### src/rtl/pmem_scheduler_pkg.sv
// Shared types for the physical-memory scheduler slice.
//   arb_owner_t      : which requester currently owns the pmem port
//   sched_state_t    : scheduler FSM state
//   LINE_OFFSET_BITS : byte-offset width of one 256-bit cache line
//   line_align()     : clears the line-offset bits of an address
//   lost_next()      : next value of a saturating starvation counter
package rv32i_types;

    localparam int unsigned LINE_OFFSET_BITS = 5;

    typedef enum logic [1:0] {
        ARB_NONE,
        ARB_DATA,
        ARB_INSTR,
        ARB_PF
    } arb_owner_t;

    typedef enum logic {
        S_IDLE,
        S_BUSY
    } sched_state_t;

    function automatic logic [31:0] line_align(input logic [31:0] addr);
        return addr & ~((32'd1 << LINE_OFFSET_BITS) - 32'd1);
    endfunction

    // Clear on grant or when not pending; otherwise count one lost grant,
    // holding at 15 instead of wrapping.
    function automatic logic [3:0] lost_next(input logic       pend,
                                             input logic       won,
                                             input logic [3:0] cnt);
        if (!pend || won) return '0;
        if (cnt == 4'hF)  return cnt;
        return cnt + 4'd1;
    endfunction

endpackage

### src/rtl/pmem_scheduler_if.sv
// Physical-memory port bundle.
//   master : scheduler side (drives command, address, write line)
//   slave  : memory side (drives resp and read line)
interface pmem_scheduler_if;
    logic         pmem_resp;
    logic [255:0] pmem_rdata;
    logic         pmem_read;
    logic         pmem_write;
    logic [31:0]  pmem_address;
    logic [255:0] pmem_wdata;

    modport master (
        input  pmem_resp, pmem_rdata,
        output pmem_read, pmem_write, pmem_address, pmem_wdata
    );

    modport slave (
        output pmem_resp, pmem_rdata,
        input  pmem_read, pmem_write, pmem_address, pmem_wdata
    );
endinterface

### src/rtl/pmem_scheduler_pick.sv
// Combinational winner selection for the pmem port.
//   i_pend_d/i/pf    : requester pending bits
//   i_starve_i/pf    : starvation flags (lost counter reached the limit)
//   o_owner          : winning requester, ARB_NONE if nothing pending
// Order: starved INSTR > starved PF > DATA > INSTR > PF.
module pmem_pick
    import rv32i_types::*;
(
    input  logic       i_pend_d,
    input  logic       i_pend_i,
    input  logic       i_pend_pf,
    input  logic       i_starve_i,
    input  logic       i_starve_pf,
    output arb_owner_t o_owner
);

    always_comb begin
        o_owner = ARB_NONE;
        if (i_pend_i && i_starve_i)        o_owner = ARB_INSTR;
        else if (i_pend_pf && i_starve_pf) o_owner = ARB_PF;
        else if (i_pend_d)                 o_owner = ARB_DATA;
        else if (i_pend_i)                 o_owner = ARB_INSTR;
        else if (i_pend_pf)                o_owner = ARB_PF;
    end

endmodule

### src/rtl/pmem_scheduler.sv
// Three-requester scheduler for the single physical-memory port
// (data cache, instruction cache, next-line prefetcher).
//   clk, rst (sync, active-low)
//   d_read/d_write/d_addr/d_wdata -> d_resp/d_rdata   : data cache
//   i_read/i_addr                 -> i_resp/i_rdata   : instruction cache
//   pf_read/pf_addr               -> pf_resp/pf_rdata : prefetcher
//   pmem                                              : memory port (registered command)
module pmem_scheduler
    import rv32i_types::*;
#(
    parameter int unsigned STARVE_LIMIT = 8
) (
    input  logic                     clk,
    input  logic                     rst,
    input  logic                     d_read,
    input  logic                     d_write,
    input  logic [31:0]              d_addr,
    input  logic [255:0]             d_wdata,
    output logic                     d_resp,
    output logic [255:0]             d_rdata,
    input  logic                     i_read,
    input  logic [31:0]              i_addr,
    output logic                     i_resp,
    output logic [255:0]             i_rdata,
    input  logic                     pf_read,
    input  logic [31:0]              pf_addr,
    output logic                     pf_resp,
    output logic [255:0]             pf_rdata,
    pmem_scheduler_if.master         pmem
);

    localparam logic [3:0] LIMIT = 4'(STARVE_LIMIT);

    sched_state_t r_state, w_state_next;
    arb_owner_t   r_owner, w_pick;
    logic         r_read, r_write;
    logic [31:0]  r_addr;
    logic [255:0] r_wdata;
    logic [3:0]   r_lost_i, r_lost_pf;

    logic w_pend_d, w_grant, w_done;
    logic w_own_d, w_own_i, w_own_pf;

    assign w_pend_d = d_read | d_write;

    pmem_pick u_pick (
        .i_pend_d    (w_pend_d),
        .i_pend_i    (i_read),
        .i_pend_pf   (pf_read),
        .i_starve_i  (r_lost_i  >= LIMIT),
        .i_starve_pf (r_lost_pf >= LIMIT),
        .o_owner     (w_pick)
    );

    assign w_grant = (r_state == S_IDLE) && (w_pick != ARB_NONE);
    assign w_done  = (r_state == S_BUSY) && pmem.pmem_resp;

    always_ff @(posedge clk) begin
        if (!rst) r_state <= S_IDLE;
        else      r_state <= w_state_next;
    end

    always_comb begin
        w_state_next = r_state;
        case (r_state)
            S_IDLE:  if (w_pick != ARB_NONE) w_state_next = S_BUSY;
            S_BUSY:  if (pmem.pmem_resp)     w_state_next = S_IDLE;
            default: w_state_next = S_IDLE;
        endcase
    end

    // Transaction latch: a write wins over a simultaneous data read.
    always_ff @(posedge clk) begin
        if (!rst) begin
            r_owner <= ARB_NONE;
            r_read  <= 1'b0;
            r_write <= 1'b0;
            r_addr  <= '0;
            r_wdata <= '0;
        end else if (w_grant) begin
            r_owner <= w_pick;
            case (w_pick)
                ARB_DATA: begin
                    r_read  <= ~d_write;
                    r_write <= d_write;
                    r_addr  <= line_align(d_addr);
                    r_wdata <= d_write ? d_wdata : '0;
                end
                ARB_INSTR: begin
                    r_read  <= 1'b1;
                    r_write <= 1'b0;
                    r_addr  <= line_align(i_addr);
                    r_wdata <= '0;
                end
                ARB_PF: begin
                    r_read  <= 1'b1;
                    r_write <= 1'b0;
                    r_addr  <= line_align(pf_addr);
                    r_wdata <= '0;
                end
                default: ;
            endcase
        end else if (w_done) begin
            r_owner <= ARB_NONE;
            r_read  <= 1'b0;
            r_write <= 1'b0;
        end
    end

    // Counters only move on IDLE samples; requests are ignored while BUSY.
    always_ff @(posedge clk) begin
        if (!rst) begin
            r_lost_i  <= '0;
            r_lost_pf <= '0;
        end else if (r_state == S_IDLE) begin
            r_lost_i  <= lost_next(i_read,  w_pick == ARB_INSTR, r_lost_i);
            r_lost_pf <= lost_next(pf_read, w_pick == ARB_PF,    r_lost_pf);
        end
    end

    assign w_own_d  = (r_state == S_BUSY) && (r_owner == ARB_DATA);
    assign w_own_i  = (r_state == S_BUSY) && (r_owner == ARB_INSTR);
    assign w_own_pf = (r_state == S_BUSY) && (r_owner == ARB_PF);

    assign d_resp   = w_own_d  && pmem.pmem_resp;
    assign i_resp   = w_own_i  && pmem.pmem_resp;
    assign pf_resp  = w_own_pf && pmem.pmem_resp;
    assign d_rdata  = w_own_d  ? pmem.pmem_rdata : '0;
    assign i_rdata  = w_own_i  ? pmem.pmem_rdata : '0;
    assign pf_rdata = w_own_pf ? pmem.pmem_rdata : '0;

    assign pmem.pmem_read    = r_read;
    assign pmem.pmem_write   = r_write;
    assign pmem.pmem_address = r_addr;
    assign pmem.pmem_wdata   = r_wdata;

endmodule

### src/flat_wrapper.sv
// flat-port wrapper written by rule: the top's interface ports become plain ports
module pmem_scheduler_flat import rv32i_types::*;
#(
    parameter int unsigned STARVE_LIMIT = 8
)
  (clk, rst, d_read, d_write, d_addr, d_wdata, d_resp, d_rdata, i_read, i_addr, i_resp, i_rdata, pf_read, pf_addr, pf_resp, pf_rdata, pmem_pmem_resp, pmem_pmem_rdata, pmem_pmem_read, pmem_pmem_write, pmem_pmem_address, pmem_pmem_wdata);
  pmem_scheduler_if pmem_i ();
  input  logic clk;
  input  logic rst;
  input  logic d_read;
  input  logic d_write;
  input  logic [31:0] d_addr;
  input  logic [255:0] d_wdata;
  output logic d_resp;
  output logic [255:0] d_rdata;
  input  logic i_read;
  input  logic [31:0] i_addr;
  output logic i_resp;
  output logic [255:0] i_rdata;
  input  logic pf_read;
  input  logic [31:0] pf_addr;
  output logic pf_resp;
  output logic [255:0] pf_rdata;
  input wire logic [$bits(pmem_i.pmem_resp)-1:0] pmem_pmem_resp;
  input wire logic [$bits(pmem_i.pmem_rdata)-1:0] pmem_pmem_rdata;
  output wire logic [$bits(pmem_i.pmem_read)-1:0] pmem_pmem_read;
  output wire logic [$bits(pmem_i.pmem_write)-1:0] pmem_pmem_write;
  output wire logic [$bits(pmem_i.pmem_address)-1:0] pmem_pmem_address;
  output wire logic [$bits(pmem_i.pmem_wdata)-1:0] pmem_pmem_wdata;
  assign pmem_i.pmem_resp = pmem_pmem_resp;
  assign pmem_i.pmem_rdata = pmem_pmem_rdata;
  assign pmem_pmem_read = pmem_i.pmem_read;
  assign pmem_pmem_write = pmem_i.pmem_write;
  assign pmem_pmem_address = pmem_i.pmem_address;
  assign pmem_pmem_wdata = pmem_i.pmem_wdata;
  pmem_scheduler #(.STARVE_LIMIT(STARVE_LIMIT)) u_core (.clk(clk), .rst(rst), .d_read(d_read), .d_write(d_write), .d_addr(d_addr), .d_wdata(d_wdata), .d_resp(d_resp), .d_rdata(d_rdata), .i_read(i_read), .i_addr(i_addr), .i_resp(i_resp), .i_rdata(i_rdata), .pf_read(pf_read), .pf_addr(pf_addr), .pf_resp(pf_resp), .pf_rdata(pf_rdata), .pmem(pmem_i));
endmodule
### config.mk
export PLATFORM = sky130hd
export DESIGN_NAME = pmem_scheduler_flat
export DESIGN_NICKNAME = d
export VERILOG_FILES = /design/src/rtl/pmem_scheduler_pkg.sv /design/src/rtl/pmem_scheduler_if.sv /design/src/rtl/pmem_scheduler_pick.sv /design/src/rtl/pmem_scheduler.sv /design/src/flat_wrapper.sv
export SDC_FILE = /design/constraint.sdc
export NUM_CORES = 1
export LEC_CHECK = 0
export ABC_AREA = 1
export CORE_AREA = 10 10 640 642
export CTS_BUF_LIST = sky130_fd_sc_hd__clkbuf_8
export CTS_CLUSTER_DIAMETER = 40
export DETAILED_ROUTE_END_ITERATION = 6
export DIE_AREA = 0 0 650 652
export PLACE_DENSITY_LB_ADDON = 0.15
export SLEW_MARGIN = 15
export SYNTH_ARGS = -nofsm -noshare
export SYNTH_HDL_FRONTEND = slang
export SYNTH_HIERARCHICAL = 1
export SYNTH_SLANG_ARGS = --single-unit
### constraint.sdc
create_clock -name clk -period 3.3 [get_ports clk]
set_clock_uncertainty 0.15 [all_clocks]
set_input_delay 0.99 -clock clk [delete_from_list [all_inputs] [get_ports clk]]
set_output_delay 0.99 -clock clk [all_outputs]
set_load 0.03 [all_outputs]
Word-level counts from Yosys, hierarchy flattened. Cells that the tools add are included.

Flip-flop bits (word level): 301. Logic and storage cells: 93. Output and inout bits: 1061.

Multiplexer cells: 43. Equality and inequality tests: 11. Bitwise operators: 3. Reductions and logical operators: 24. $add $sub $neg: 2. $lt $le $gt $ge: 2.

Operators with widths (count): $mux W256 (4); $pmux W256 S2 (1); $pmux W32 S3 (1); $mux W4 (8); $mux W1 (19); $mux W2 (7); $logic_and A1 B1 Y1 (10); $reduce_and A2 Y1 (5); $add A4 B1 Y4 const B (2); $eq A2 B2 Y1 const B (4); $eq A4 B4 Y1 const B (2); $ge A4 B4 Y1 const B (2); $ne A3 B2 Y1 const B (2); $pmux W1 S2 (3); $reduce_bool A2 Y1 (3); $eq A2 B1 Y1 const B (2); $ne A3 B3 Y1 const B (1); $reduce_bool A3 Y1 (1); $logic_not A1 Y1 (2); $logic_or A1 B1 Y1 (2); $not A1 Y1 (2); $reduce_or A2 Y1 (1); $or A1 B1 Y1 (1).

Logic depth before layout (Yosys ltp). Gate-level depths: netlist (run 1).

Depth in word-level cells: 15. Depth in mapped cells: 12.

Cells and area by module. The synthesis (run 1) kept the hierarchy.

Modules (own cells, without submodules): pmem_scheduler (instances 1, sequential area each 5925.7 µm², cells an instance 2611, area an instance 15742.6 µm²); pmem_pick (instances 1, sequential area each 0.0 µm², cells an instance 10, area an instance 41.3 µm²).

Worst setup path after synthesis (run 1). Ideal clock, no wire load.

Path type: input -> output. From: in pmem_pmem_resp. To: out d_resp. Setup slack: 0.700 ns. Buffers on the path: 0. Stages on the path: 2. Arrival: 1.460 ns. Cells stage by stage: inv_1 > nor2_1.

Longest elaborated chain between the ends: 1.

Ends and longest elaborated chain: from (decl) (RTL line flat_wrapper.sv:24) `input wire logic [$bits(pmem_i.pmem_resp)-1:0] pmem_pmem_resp;`; $logic_and A1 B1 Y1 (RTL line pmem_scheduler.sv:125) `assign d_resp = w_own_d && pmem.pmem_resp;`; to (decl) (RTL line flat_wrapper.sv:14) `output logic d_resp;`.

Every way passes these cells.

Worst setup path after layout (run 1).
From: reg u_core.r_owner[0]. To: out i_rdata[139].

Longest elaborated chain between the ends: 3.

Ends and longest elaborated chain: from (decl) (RTL line pmem_scheduler.sv:35) `arb_owner_t r_owner, w_pick;`; from (signal assigned) (RTL line pmem_scheduler.sv:81) `r_owner <= w_pick;`; $eq A2 B2 Y1 (RTL line pmem_scheduler.sv:122) `assign w_own_i = (r_state == S_BUSY) && (r_owner == ARB_INSTR);`; $logic_and A1 B1 Y1 (RTL line pmem_scheduler.sv:122); $mux W256 (RTL line pmem_scheduler.sv:129) `assign i_rdata = w_own_i ? pmem.pmem_rdata : '0;`; to (decl) (RTL line flat_wrapper.sv:19) `output logic [255:0] i_rdata;`.

Every way passes these cells.

==> results.py, run 1 <==
metrics = {
    "run_status": {
        "outcome": "finished with violations",
        "violations": "negative setup slack",
    },
    "grt": {
        "grt_start_max_net_pins": 83,
        "grt_overflow_total": 0,
        "grt_use_total_pct": 13.3,
        "grt_pass1_wl_mm": 359,
        "antenna_found_initial": 186,
        "use_met3_pct": 5.26,
        "grt_pass1_vias": 26400,
        "grt-busiest-layer": "met2",
        "globalRouteMet2Util_pct": 24.6,
        "grt_use_met1_pct": 14.6,
    },
    "cts": {
        "h-tree-depth": 3,
        "insertion_delay_ns": 0.74,
        "cts-buffers-inserted": 86,
        "path_clk_slew_ns": 0.05,
        "clock_sinks": 296,
        "cts-root-buf": "clkbuf_8",
        "holdBufCountCts": 0,
        "cts_tree": "done",
        "cts_max_path_buffers": 3,
    },
    "finish": {
        "layout.nets": 5142,
        "syn_to_final_growth_pct": 249,
        "final_common_cell": "clkdlybuf4s50_1",
        "final_cell_mix": "856 x clkdlybuf4s50_1, 651 x buf_12, 474 x nor2_4",
        "fillers": 45100,
        "drive_gt1_share_pct": 41.0,
    },
    "critical_path": {
        "critical-path-slowest-cell": "dfxtp_2",
        "cp-end-kind": "output pin",
        "path_delay_family": "buffers and inverters",
        "slowest_delay_ns": 0.32,
        "cp_common_cell": "buf_16",
        "worst-path-buf-inv": 6,
        "path_class": "register to output pin",
        "crit_path_start_kind": "register",
        "crit_required_ns": 2.16,
        "worst_ep_arrival_time_ns": 2.35,
        "worstPathCellList": "buf_6, nor2_4, nand2_8, buf_16, buf_16, buf_12, buf_16, nor2_4, buf_12",
        "crit_path_max_fanout": 8,
    },
    "drt": {
        "dr.pass1.iters": 5,
        "vias": 27100,
        "wirelength_mm": 306,
        "final_antenna_net_count": 0,
        "drtIter0Drc": 1491,
        "via_per_inst": 2.74,
        "drc": 0,
        "wire_per_inst_um": 31.0,
    },
    "yosys": {
        "netlist.area_leader.share_pct": 37.5,
        "avgSynthCellArea_um2": 6.02,
        "ys_seq_elements": 296,
        "synth_area_leaders": "dfxtp_1 38%, nor2_1 19%, nand3_1 10%, a21oi_1 10%, nand2_1 7.6%",
        "ys.flop_type": "dfxtp_1",
        "synth_cell_types": 20,
        "synth_area_mm2": 0.0158,
        "async_reset_ff_share_pct": 0,
        "yosys.area.top_type": "dfxtp_1",
        "seq_area_frac_synth_pct": 37.5,
        "ys_warn_count": 6,
        "netlist_instances": 2621,
        "synth_edf_count": 0,
    },
    "timing": {
        "fin_ws_ns": -0.193,
        "fin_crit_ns": 3.49,
        "fmax_ghz": 0.286,
        "setup_viol": 525,
        "tightest_slew_ns": 0.680,
        "finalMaxSlewViolations": 0,
        "hold_viol": 0,
        "whs_ns": 0.312,
        "slew_headroom_pct": 54.5,
        "period_share_pct": 106,
        "rsz0062_at_grt": "true",
    },
    "floorplan": {
        "row_count": 232,
        "ios": 1676,
        "chipHeight_um": 652,
        "core_mm2": 0.397,
        "die-area_mm2": 0.424,
        "start_util_pct": 3.97,
        "dieWidth_um": 650,
    },
    "min_path": {
        "hp-class": "register to register",
    },
    "placed_design": {
        "portBuffers": 1655,
        "gp_congestion": 0.831,
        "dpl.hpwl_mm": 261,
    },
    "power_and_ir_drop": {
        "peakVddDrop_mv": 0.290,
        "power.total_mw": 15.9,
        "p_per_area_mw_per_mm2": 288,
        "p_leak_nw": 20.3,
    },
    "run": {
        "maxCapViolCount": 0,
    },
}
[final cells by class]
class                   count  area [um2]  area share, %
clock inverters            52         614           1.12
well taps                5265        6590           12.0
clock buffers             102        1400           2.55
flip-flops and latches    296        5930           10.8
repair buffers           2040       27800           50.6
multi-input cells        1794       11400           20.8
inverters                 305        1190           2.16
diodes                     21        52.6         0.0955
[synthesized netlist by cell type, types with 2 or more instances]
library cell and n:
inv_1 301, inv_2 2, dfxtp_1 296, buf_1 11
a21oi_1 323, nor2_2 2, nand2_1 318, clkinv_1 2
o21ai_0 31, buf_4 9, nand4_1 4, nor2_1 780
nand3_1 324, ha_1 4, buf_2 144, clkbuf_1 66
[per-layer routing]
layer  wire length (um)  share of wire, %  vias to the layer above
met5                414              0.14                        -
met4               5640               1.8                       62
met3              26700               8.7                      412
met2             158000                52                     1371
met1             115000                38                    13200
li1                   -                 -                    12000
[per-stage QoR]
stage                     TNS, ns  instance area, um2  setup WS [ns]  utilization, %  cells
after floorplan                 0               15800          0.700               -   2625
after CTS                 -183.91               50500         -0.437            12.7   9773
final                      -43.25               55000         -0.193            13.8   9875
after global placement     -53.53               45400         -0.408            11.4   9558
after global routing      -134.11               55000         -0.345            13.8   9860
after detailed placement   -42.54               45400         -0.411            11.4   9558
[where the power goes]
group          internal [mW]  switching (mW)  leakage, nW
clock network           3.83            2.37         1.10
logic                   2.39            3.34         16.8
registers               3.79           0.150         2.42
total                   10.0            5.86         20.3
[registers in the layout (all words and copies together), names as in the netlist]
register                  flops
u_core/r_state                1
u_core/pmem.pmem_read         1
u_core/r_lost_i               4
u_core/r_owner                2
u_core/pmem.pmem_address     27
u_core/r_lost_pf              4
u_core/pmem.pmem_write        1
u_core/pmem.pmem_wdata      256
[worst reg2reg max path, stage by stage, from the launching register on]
cell and delay, ns:
dfxtp_2 0.33, buf_6 0.13, buf_4 0.13, inv_2 0.19
o21ai_4 0.15, buf_12 0.17, inv_8 0.18, buf_4 0.44
nand3_1 0.25, a21oi_1 0.18
[kinds of logic after synthesis]
group                    after synthesis  share of synthesized area, %
other                                  1                        0.0238
flip-flops                           296                          37.5
AO/OA/AOI/OAI                        356                          11.4
adder cells (fa/ha/maj)                4                         0.317
AND/OR/NAND/NOR                     1429                          36.7
buffers and inverters                535                          14.1
[worst paths after layout]
kind / startpoint / endpoint / slack (ns) / depth (start not counted)
max: u_core/r_owner[0]$_SDFFE_PN0P_ / i_rdata[139] / -0.19 / 9
min: u_core/pmem.pmem_wdata[34]$_SDFFE_PN0P_ / u_core/pmem.pmem_wdata[34]$_SDFFE_PN0P_ / 0.31 / 2
max reg2reg: u_core/r_state$_SDFF_PN0_ / u_core/pmem.pmem_wdata[163]$_SDFFE_PN0P_ / 0.98 / 9
min reg2reg: u_core/pmem.pmem_wdata[34]$_SDFFE_PN0P_ / u_core/pmem.pmem_wdata[34]$_SDFFE_PN0P_ / 0.31 / 2
[repair_timing]
item,CTS,global route
resized for setup,515,885
setup endpoints to repair,767,763
setup buffers,49,52
gates cloned,27,51
pin swaps,24,31
Note: power is estimated with default switching activity, not from simulation.
==> inputs of run 2 (changes only) <==
--- a/config.mk
+++ b/config.mk
@@ -6,11 +6,13 @@
 export NUM_CORES = 1
 export LEC_CHECK = 0
 export ABC_AREA = 1
+export CAP_MARGIN = 5
 export CORE_AREA = 10 10 640 642
 export CTS_BUF_LIST = sky130_fd_sc_hd__clkbuf_8
 export CTS_CLUSTER_DIAMETER = 40
 export DETAILED_ROUTE_END_ITERATION = 6
 export DIE_AREA = 0 0 650 652
+export GPL_TIMING_DRIVEN = 0
 export PLACE_DENSITY_LB_ADDON = 0.15
 export SLEW_MARGIN = 15
 export SYNTH_ARGS = -nofsm -noshare
==> results.py, run 2 (synthesized netlist as in run 1, its figures left out) <==
metrics = {
    "drt": {
        "drtIter0Drc": 2016,
        "final_antenna_net_count": 0,
        "vias": 26800,
        "drc": 0,
        "wire_per_inst_um": 32.1,
        "wirelength_mm": 315,
        "dr.pass1.iters": 5,
        "via_per_inst": 2.73,
    },
    "timing": {
        "fmax_ghz": 0.282,
        "setup_viol": 650,
        "tightest_slew_ns": 1.14,
        "fin_ws_ns": -0.247,
        "rsz0062_at_grt": "true",
        "period_share_pct": 107,
        "finalMaxSlewViolations": 0,
        "hold_viol": 0,
        "slew_headroom_pct": 24.2,
        "fin_crit_ns": 3.55,
    },
    "min_path": {
        "min_from": "u_core/pmem.pmem_wdata[139]$_SDFFE_PN0P_",
        "hp-class": "register to register",
        "min_path_cells": 2,
        "min_to": "u_core/pmem.pmem_wdata[139]$_SDFFE_PN0P_",
    },
    "critical_path": {
        "crit_required_ns": 2.16,
        "worst-r2r-cell-count": 10,
        "r2r-end": "u_core/pmem.pmem_wdata[108]$_SDFFE_PN0P_",
        "timing.rr.start": "u_core/r_lost_pf[3]$_SDFFE_PN0P_",
        "path_class": "input pin to output pin",
        "worst_ep_arrival_time_ns": 2.41,
        "crit_path_start_kind": "input pin",
        "crit_path_max_fanout": 3,
        "cp-end-kind": "output pin",
        "r2r_setup_slack_ns": 0.47,
    },
    "finish": {
        "final_cell_mix": "875 x clkdlybuf4s50_1, 588 x nor2_1, 323 x a21oi_1",
        "final_cells": 9797,
        "drive_gt1_share_pct": 28.1,
        "largest_register_ffs": 256,
        "final_common_cell": "clkdlybuf4s50_1",
        "final_area_mm2": 0.0426,
        "syn_to_final_growth_pct": 170,
        "layout.nets": 5062,
    },
    "placed_design": {
        "portBuffers": 1655,
        "dpl.hpwl_mm": 284,
        "place_area_mm2": 0.0390,
        "gp_congestion": 0.883,
        "dp_cells": 9548,
    },
    "power_and_ir_drop": {
        "peakVddDrop_mv": 0.233,
        "p_leak_nw": 17.3,
        "p_per_area_mw_per_mm2": 343,
    },
    "cts": {
        "cts_tree": "done",
        "insertion_delay_ns": 0.76,
        "h-tree-depth": 3,
        "cts-root-buf": "clkbuf_8",
        "holdBufCountCts": 0,
        "cts-buffers-inserted": 88,
        "clock_sinks": 296,
        "path_clk_slew_ns": 0.04,
        "cts_max_path_buffers": 3,
    },
    "floorplan": {
        "dieWidth_um": 650,
        "ios": 1676,
        "die-area_mm2": 0.424,
        "core_mm2": 0.397,
        "start_util_pct": 3.97,
        "chipHeight_um": 652,
        "row_count": 232,
    },
    "run_status": {
        "violations": "negative setup slack",
        "outcome": "finished with violations",
    },
    "run": {
        "maxCapViolCount": 0,
    },
    "grt": {
        "grt_pass1_vias": 26400,
        "grt_pass1_wl_mm": 373,
        "grt_use_total_pct": 14.0,
        "grt_overflow_total": 0,
        "antenna_found_initial": 207,
        "grt_start_max_net_pins": 13,
    },
}
## run 2: cell types whose count changed in the layout (fill, tap and decap cells not counted), moves of 29 or more
cell / before / now
clkbuf_2: 0 / 109
dlygate4sd2_1: 0 / 81
clkdlybuf4s15_1: 0 / 36
clkdlybuf4s15_2: 0 / 69
clkbuf_1: 0 / 42
nor2_4: 474 / 118
buf_4: 277 / 152
clkbuf_4: 0 / 29
buf_12: 651 / 46
buf_2: 2 / 293
buf_16: 47 / 12
nor2_1: 237 / 588
## run 2: layout make-up
cell class              instances  area [um2]
fillers                     46500      355000
repair buffers               1732       16300
multi-input cells            1794        8760
well taps                    5265        6590
flip-flops and latches        296        5940
plain buffers                 226        1800
clock buffers                 115        1580
inverters                     305        1180
clock inverters                41         373
diodes                         23        57.6
## run 2: worst max path at each step
stage | startpoint | depth (start not counted) | slack, ns | to
after floorplan | pmem_pmem_resp | 2 | 0.70 | d_resp
after CTS | pmem_pmem_rdata[8] | 4 | -0.53 | pf_rdata[8]
after global placement | u_core/r_state$_SDFF_PN0_ | 5 | -2.51 | pf_rdata[16]
after detailed placement | u_core/r_state$_SDFF_PN0_ | 6 | -2.09 | pf_rdata[48]
final | pmem_pmem_rdata[115] | 4 | -0.25 | d_rdata[115]
after global routing | u_core/r_state$_SDFF_PN0_ | 7 | -0.36 | pf_rdata[92]
## run 2: worst max-delay path, stage by stage
cell and delay (ns):
clkdlybuf4s50_1 0.69, inv_2 0.19, nor2_1 0.14, clkdlybuf4s15_1 0.38
## run 2: repair_timing
item / 4_1_cts / 5_1_grt
pin swaps: 14 / 3
resized for setup: 2968 / 1205
setup endpoints to repair: 1029 / 1031
gates cloned: 12 / 4
buffers inserted: 38 / 20
## run 2: where the power goes
group / switching [mW] / internal [mW]
clock network: 2.37 / 3.57
registers: 0.158 / 3.79
logic: 3.10 / 1.62
## run 2: layer usage
layer  track usage (%)  routed length (um)  up-vias
met5                 0                 552        -
met1              15.2              117000    12900
li1                  -                   -    11800
met2              25.9              161000     1527
met4              1.71                5880       80
met3              5.80               30200      478
## run 2: per-stage QoR
step | TNS [ns] | setup slack (ns) | power, mW | hold WS, ns | util [%]
after floorplan | 0 | 0.700 | 5.69 | 0.302 | -
after global placement | -1195.71 | -2.51 | 8.69 | 0.303 | 9.80
after detailed placement | -1125.82 | -2.09 | 8.69 | 0.305 | 9.82
after CTS | -295.71 | -0.532 | 14.9 | 0.313 | 10.7
after global routing | -184.43 | -0.365 | 15.3 | 0.329 | 10.7
final | -63.28 | -0.247 | 14.6 | 0.311 | 10.7
==> inputs of run 3 (changes only) <==
--- a/config.mk
+++ b/config.mk
@@ -12,8 +12,9 @@
 export CTS_CLUSTER_DIAMETER = 40
 export DETAILED_ROUTE_END_ITERATION = 6
 export DIE_AREA = 0 0 650 652
+export GPL_ROUTABILITY_DRIVEN = 1
 export GPL_TIMING_DRIVEN = 0
-export PLACE_DENSITY_LB_ADDON = 0.15
+export PLACE_DENSITY = 0.3
 export SLEW_MARGIN = 15
 export SYNTH_ARGS = -nofsm -noshare
 export SYNTH_HDL_FRONTEND = slang
==> results.py, run 3 (synthesized netlist as in run 1, its figures left out) <==
metrics = {
    "timing": {
        "setup_viol": 518,
        "fmax_ghz": 0.282,
        "finalMaxSlewViolations": 0,
        "tightest_slew_ns": 1.13,
        "hold_viol": 0,
        "whs_ns": 0.313,
        "slew_headroom_pct": 24.4,
        "final.setup.tns_ns": -39.49,
        "period_share_pct": 108,
        "rsz0062_at_grt": "true",
        "fin_crit_ns": 3.55,
        "fin_ws_ns": -0.250,
    },
    "finish": {
        "drive_gt1_share_pct": 43.5,
        "final_cells": 10000,
        "final_area_mm2": 0.0507,
        "syn_to_final_growth_pct": 221,
        "finish.utilization_pct": 12.8,
        "layout.nets": 5277,
        "fillers": 45700,
        "multi_input_area_mm2": 0.0115,
        "final_common_cell": "clkdlybuf4s50_1",
        "final_cell_mix": "841 x clkdlybuf4s50_1, 548 x buf_6, 468 x nor2_4",
        "largest_register_ffs": 256,
        "regArea_mm2": 0.00594,
    },
    "drt": {
        "via_per_inst": 2.89,
        "drc": 0,
        "wire_per_inst_um": 35.2,
        "final_antenna_net_count": 0,
        "drtIter0Drc": 2174,
        "vias": 28900,
        "wirelength_mm": 352,
        "dr.pass1.iters": 6,
    },
    "critical_path": {
        "path_class": "register to output pin",
        "worst_ep_arrival_time_ns": 2.41,
        "crit_path_start_kind": "register",
        "cp-end-kind": "output pin",
        "crit_path_max_fanout": 7,
        "slowest_delay_ns": 0.36,
        "critical-path-slowest-cell": "dfxtp_4",
        "crit_required_ns": 2.16,
        "worstPathCellList": "buf_6, nor2_4, nand2_4, buf_12, clkbuf_16, clkbuf_16, buf_4, nor2_2, buf_6",
    },
    "run_status": {
        "violations": "negative setup slack",
        "outcome": "finished with violations",
    },
    "grt": {
        "grt_start_max_net_pins": 15,
        "use_met3_pct": 6.91,
        "grt_use_total_pct": 15.5,
        "grt-busiest-layer": "met2",
        "grt_overflow_total": 0,
        "grt_pass1_wl_mm": 409,
        "grt_pass1_vias": 27100,
        "antenna_found_initial": 202,
        "grt_use_met1_pct": 16.7,
        "globalRouteMet2Util_pct": 28.0,
    },
    "cts": {
        "cts-buffers-inserted": 81,
        "h-tree-depth": 3,
        "cts_max_path_buffers": 4,
        "clock_sinks": 296,
        "cts-root-buf": "clkbuf_8",
        "insertion_delay_ns": 0.78,
        "cts_tree": "done",
        "path_clk_slew_ns": 0.05,
        "holdBufCountCts": 0,
    },
    "placed_design": {
        "dpl.hpwl_mm": 316,
        "portBuffers": 1655,
        "place_area_mm2": 0.0391,
        "dp_cells": 9550,
        "gp_congestion": 0.891,
        "dp_worst_setup_slack_ns": -1.84,
    },
    "floorplan": {
        "dieWidth_um": 650,
        "die-area_mm2": 0.424,
        "chipHeight_um": 652,
        "ios": 1676,
        "row_count": 232,
        "core_mm2": 0.397,
        "start_util_pct": 3.97,
    },
    "power_and_ir_drop": {
        "p_per_area_mw_per_mm2": 298,
        "power_frac_comb_pct": 38.0,
        "power.internal_mw": 9.02,
        "sw_frac_of_total_pct": 40.3,
        "p_clk_share_pct": 35.8,
        "p_leak_nw": 19.7,
        "p_switching_mw": 6.08,
        "power.total_mw": 15.1,
        "seqPwrFrac_pct": 26.2,
        "peakVddDrop_mv": 0.201,
    },
    "min_path": {
        "hp-class": "register to register",
    },
    "run": {
        "maxCapViolCount": 0,
    },
}
[run 3: cell types whose count changed in the layout (fill, tap and decap cells not counted), sizes merged, moves of 2 or more]
cell | before | now
diode | 23 | 29
clkdlybuf4s15 | 105 | 1
bufinv | 6 | 8
dlygate4sd2 | 81 | 2
clkdlybuf4s50 | 875 | 841
inv | 315 | 267
clkbuf | 311 | 212
buf | 688 | 1175
clkinv | 11 | 16
clkinvlp | 14 | 56
clkdlybuf4s18 | 6 | 0
dlymetal6s2s | 6 | 42
[run 3: power by group through the flow]
stage	combinational, mW	sequential, mW	clock (mW)
2_1_floorplan	1.34	4.35	0
3_3_place_gp	4.94	4.03	0
3_5_place_dp	4.94	4.03	0
4_1_cts	5.10	3.97	5.63
5_1_grt	6.01	3.98	5.76
6_report	5.74	3.96	5.40
[run 3: layout make-up]
cell class	instances	share of cell area, %
buffer	220	4.51
multi-input combinational	1794	22.8
timing repair buffer	1960	41.9
clock inverter	42	0.836
antenna	29	0.143
sequential	296	11.7
inverter	305	2.63
tap	5265	13.0
clock buffer	93	2.52
[run 3: final timing paths]
kind	startpoint	end	slack, ns	cells past startpoint
setup / recovery	u_core/r_owner[0]$_SDFFE_PN0P_	i_rdata[176]	-0.25	9
hold / removal	u_core/pmem.pmem_wdata[252]$_SDFFE_PN0P_	u_core/pmem.pmem_wdata[252]$_SDFFE_PN0P_	0.31	2
setup reg to reg	u_core/r_lost_pf[3]$_SDFFE_PN0P_	u_core/pmem.pmem_wdata[224]$_SDFFE_PN0P_	0.53	9
hold reg to reg	u_core/pmem.pmem_wdata[252]$_SDFFE_PN0P_	u_core/pmem.pmem_wdata[252]$_SDFFE_PN0P_	0.31	2
[run 3: worst max-delay path, delay by kind of cell, from the launching register on]
kind / cells / cell delay (ns)
buffers and inverters: 6 / 0.97
DFF: 1 / 0.36
and+or+nand+nor: 3 / 0.26
[run 3: metal layers]
layer  vias to the layer above  part of all wire (%)
met4                       114                   3.6
met3                       601                    11
met2                      1837                    49
li1                      12300                     -
met5                         -                  0.21
met1                     14100                    36
[run 3: repair_timing]
action	in CTS	in global routing
setup buffers	53	211
gates cloned	18	24
endpoints found under the setup margin	1006	1028
hold endpoints to repair	0	0
resized for setup	3310	3838
pin swaps	12	32
==> patch, RTL diff (flow settings as in run 2) <==
Add an input register stage for `pf_read`, without a reset; this delays it by one clock. The other inputs are not delayed to match.
--- a/src/rtl/pmem_scheduler.sv
+++ b/src/rtl/pmem_scheduler.sv
@@ -32,4 +32,10 @@
     localparam logic [3:0] LIMIT = 4'(STARVE_LIMIT);
 
+    logic pf_read_q;
+
+    always_ff @(posedge clk) begin
+        pf_read_q <= pf_read;
+    end
+
     sched_state_t r_state, w_state_next;
     arb_owner_t   r_owner, w_pick;
@@ -47,5 +53,5 @@
         .i_pend_d    (w_pend_d),
         .i_pend_i    (i_read),
-        .i_pend_pf   (pf_read),
+        .i_pend_pf   (pf_read_q),
         .i_starve_i  (r_lost_i  >= LIMIT),
         .i_starve_pf (r_lost_pf >= LIMIT),
@@ -115,5 +121,5 @@
         end else if (r_state == S_IDLE) begin
             r_lost_i  <= lost_next(i_read,  w_pick == ARB_INSTR, r_lost_i);
-            r_lost_pf <= lost_next(pf_read, w_pick == ARB_PF,    r_lost_pf);
+            r_lost_pf <= lost_next(pf_read_q, w_pick == ARB_PF,    r_lost_pf);
         end
     end
Formal check against the unedited RTL: not equivalent (a bounded check fails within 4 cycles, from zero or initial values and one cycle with rst low).
==> patch against run 2 <==
The run still ends with negative setup slack left; setup slack lost 0.097 ns; die area did not move; wire length shrank 5.9%; power increased by 7.7%; final area increased by 3.3%; synthesized area rose by 0.70%; utilization grew 0.36 points; sequential cell count rose by 1; critical path type unchanged.
==> patch: results (changes against run 2) <==
- The startpoint of the most critical hold path is u_core/pmem.pmem_wdata[148]$_SDFFE_PN0P_.
- The worst hold path endpoint is u_core/pmem.pmem_wdata[148]$_SDFFE_PN0P_.
- The data arrival time of the worst path is 2.50 ns (+0.09 ns).
- The clock insertion delay at the later pin of the skew report is 0.85 ns (+0.09 ns).
- The number of cells on the worst reg-to-reg path is 9 (-1).
- The worst supply voltage drop on vdd was 253 uV (+8.6%).
- The post-DP HPWL is 266000 um (-6.1%).
- The checks that failed: negative setup slack.
- The overall routing resource usage is 13.2% (-0.82 points).
- The worst relative slew slack is 30.8% (+6.6 points).
- The wire length on met3 came to 20100 um (-33%).
- The run finished, with violations left.
- The launch point of the worst path is pmem_pmem_rdata[84].
- The number of global-route vias before repair is 26700 (+1.4%).
- The met3 track demand over resource came to 3.75% (-2.1 points).
- The wire length on met1 was 103000 um (-12%).
- The final setup violation count is 749 (+15%).
- The buffer depth of the longest clock path is 4 (+1).
- Ranked by instance count, the synthesized netlist is headed by sky130_fd_sc_hd__nor2_1 (780), sky130_fd_sc_hd__nand3_1 (326), sky130_fd_sc_hd__a21oi_1 (323), sky130_fd_sc_hd__nand2_1 (318), sky130_fd_sc_hd__inv_1 (302).
- The setup slack of the critical path after layout is -0.345 ns (-0.0974 ns).
- The sequential fraction of the synthesis area was 37.4% (-0.13 points).
- The initial antenna violation count came to 120 (-42%).
- The average wire per cell in the routed design came to 30.2 um (-6.0%).
- The leakage power is 17.3 nW (about the same).
- The met2 routing resource usage after global routing is 26.2% (+0.22 points).
- The iteration-0 DRC count of the detailed router came to 1529 (-24%).
- The final RePlAce weighted congestion is 0.906 (+2.7%).
- The fraction of layout instances using a drive strength above 1 came to 29.8% (+1.7 points).
==> patch: report_power, final <==
group / leakage, nW / switching, mW / internal, mW
Combinational: 13.6 / 3.14 / 1.66
Sequential: 2.43 / 0.138 / 3.80
Clock: 1.29 / 2.55 / 4.45
Total: 17.3 / 5.82 / 9.92
==> patch: metrics by stage <==
step                      cell area [um^2]  cells  hold slack (ns)   TNS, ns  worst slack (ns)
after floorplan                      15900   2626            0.302         0             0.700
after global placement               39100   9546            0.302  -1230.11             -2.10
after detailed placement             39100   9548            0.307   -817.30             -1.78
after CTS                            42600   9759            0.313   -354.96            -0.546
after global routing                 44000   9803            0.330   -249.96            -0.452
final                                44000   9811            0.310   -133.49            -0.345
==> patch: final cells by class <==
| type | count | area (um^2) |
|---|---|---|
| clock inverters | 52 | 566 |
| fillers | 46300 | 353000 |
| repair buffers | 1710 | 16800 |
| plain buffers | 229 | 2050 |
| well taps | 5265 | 6590 |
| multi-input cells | 1794 | 8990 |
| flip-flops and latches | 297 | 5950 |
| inverters | 306 | 1180 |
| diodes | 28 | 70.1 |
| clock buffers | 130 | 1790 |
==> patch: cells by family after synthesis <==
kind of cell    count (synthesis)  synth area share (%)
simple gates                 1429                  36.4
buf+inv                       535                  14.6
compound gates                356                  11.3
flops                         297                  37.4
fa+ha+maj                       4                 0.315
other cells                     1                0.0236
==> patch: what timing repair did <==
item | 4_1_cts | 5_1_grt
gates cloned | 10 | 6
setup endpoints to repair | 1061 | 867
gates resized for setup | 3358 | 1246
pin swaps | 5 | 3
buffers inserted | 19 | 18
==> patch: critical path, stage by stage <==
cell	delay, ns
sky130_fd_sc_hd__clkdlybuf4s50_1	0.40
sky130_fd_sc_hd__inv_1	0.63
sky130_fd_sc_hd__nor2_1	0.11
sky130_fd_sc_hd__clkdlybuf4s15_2	0.33
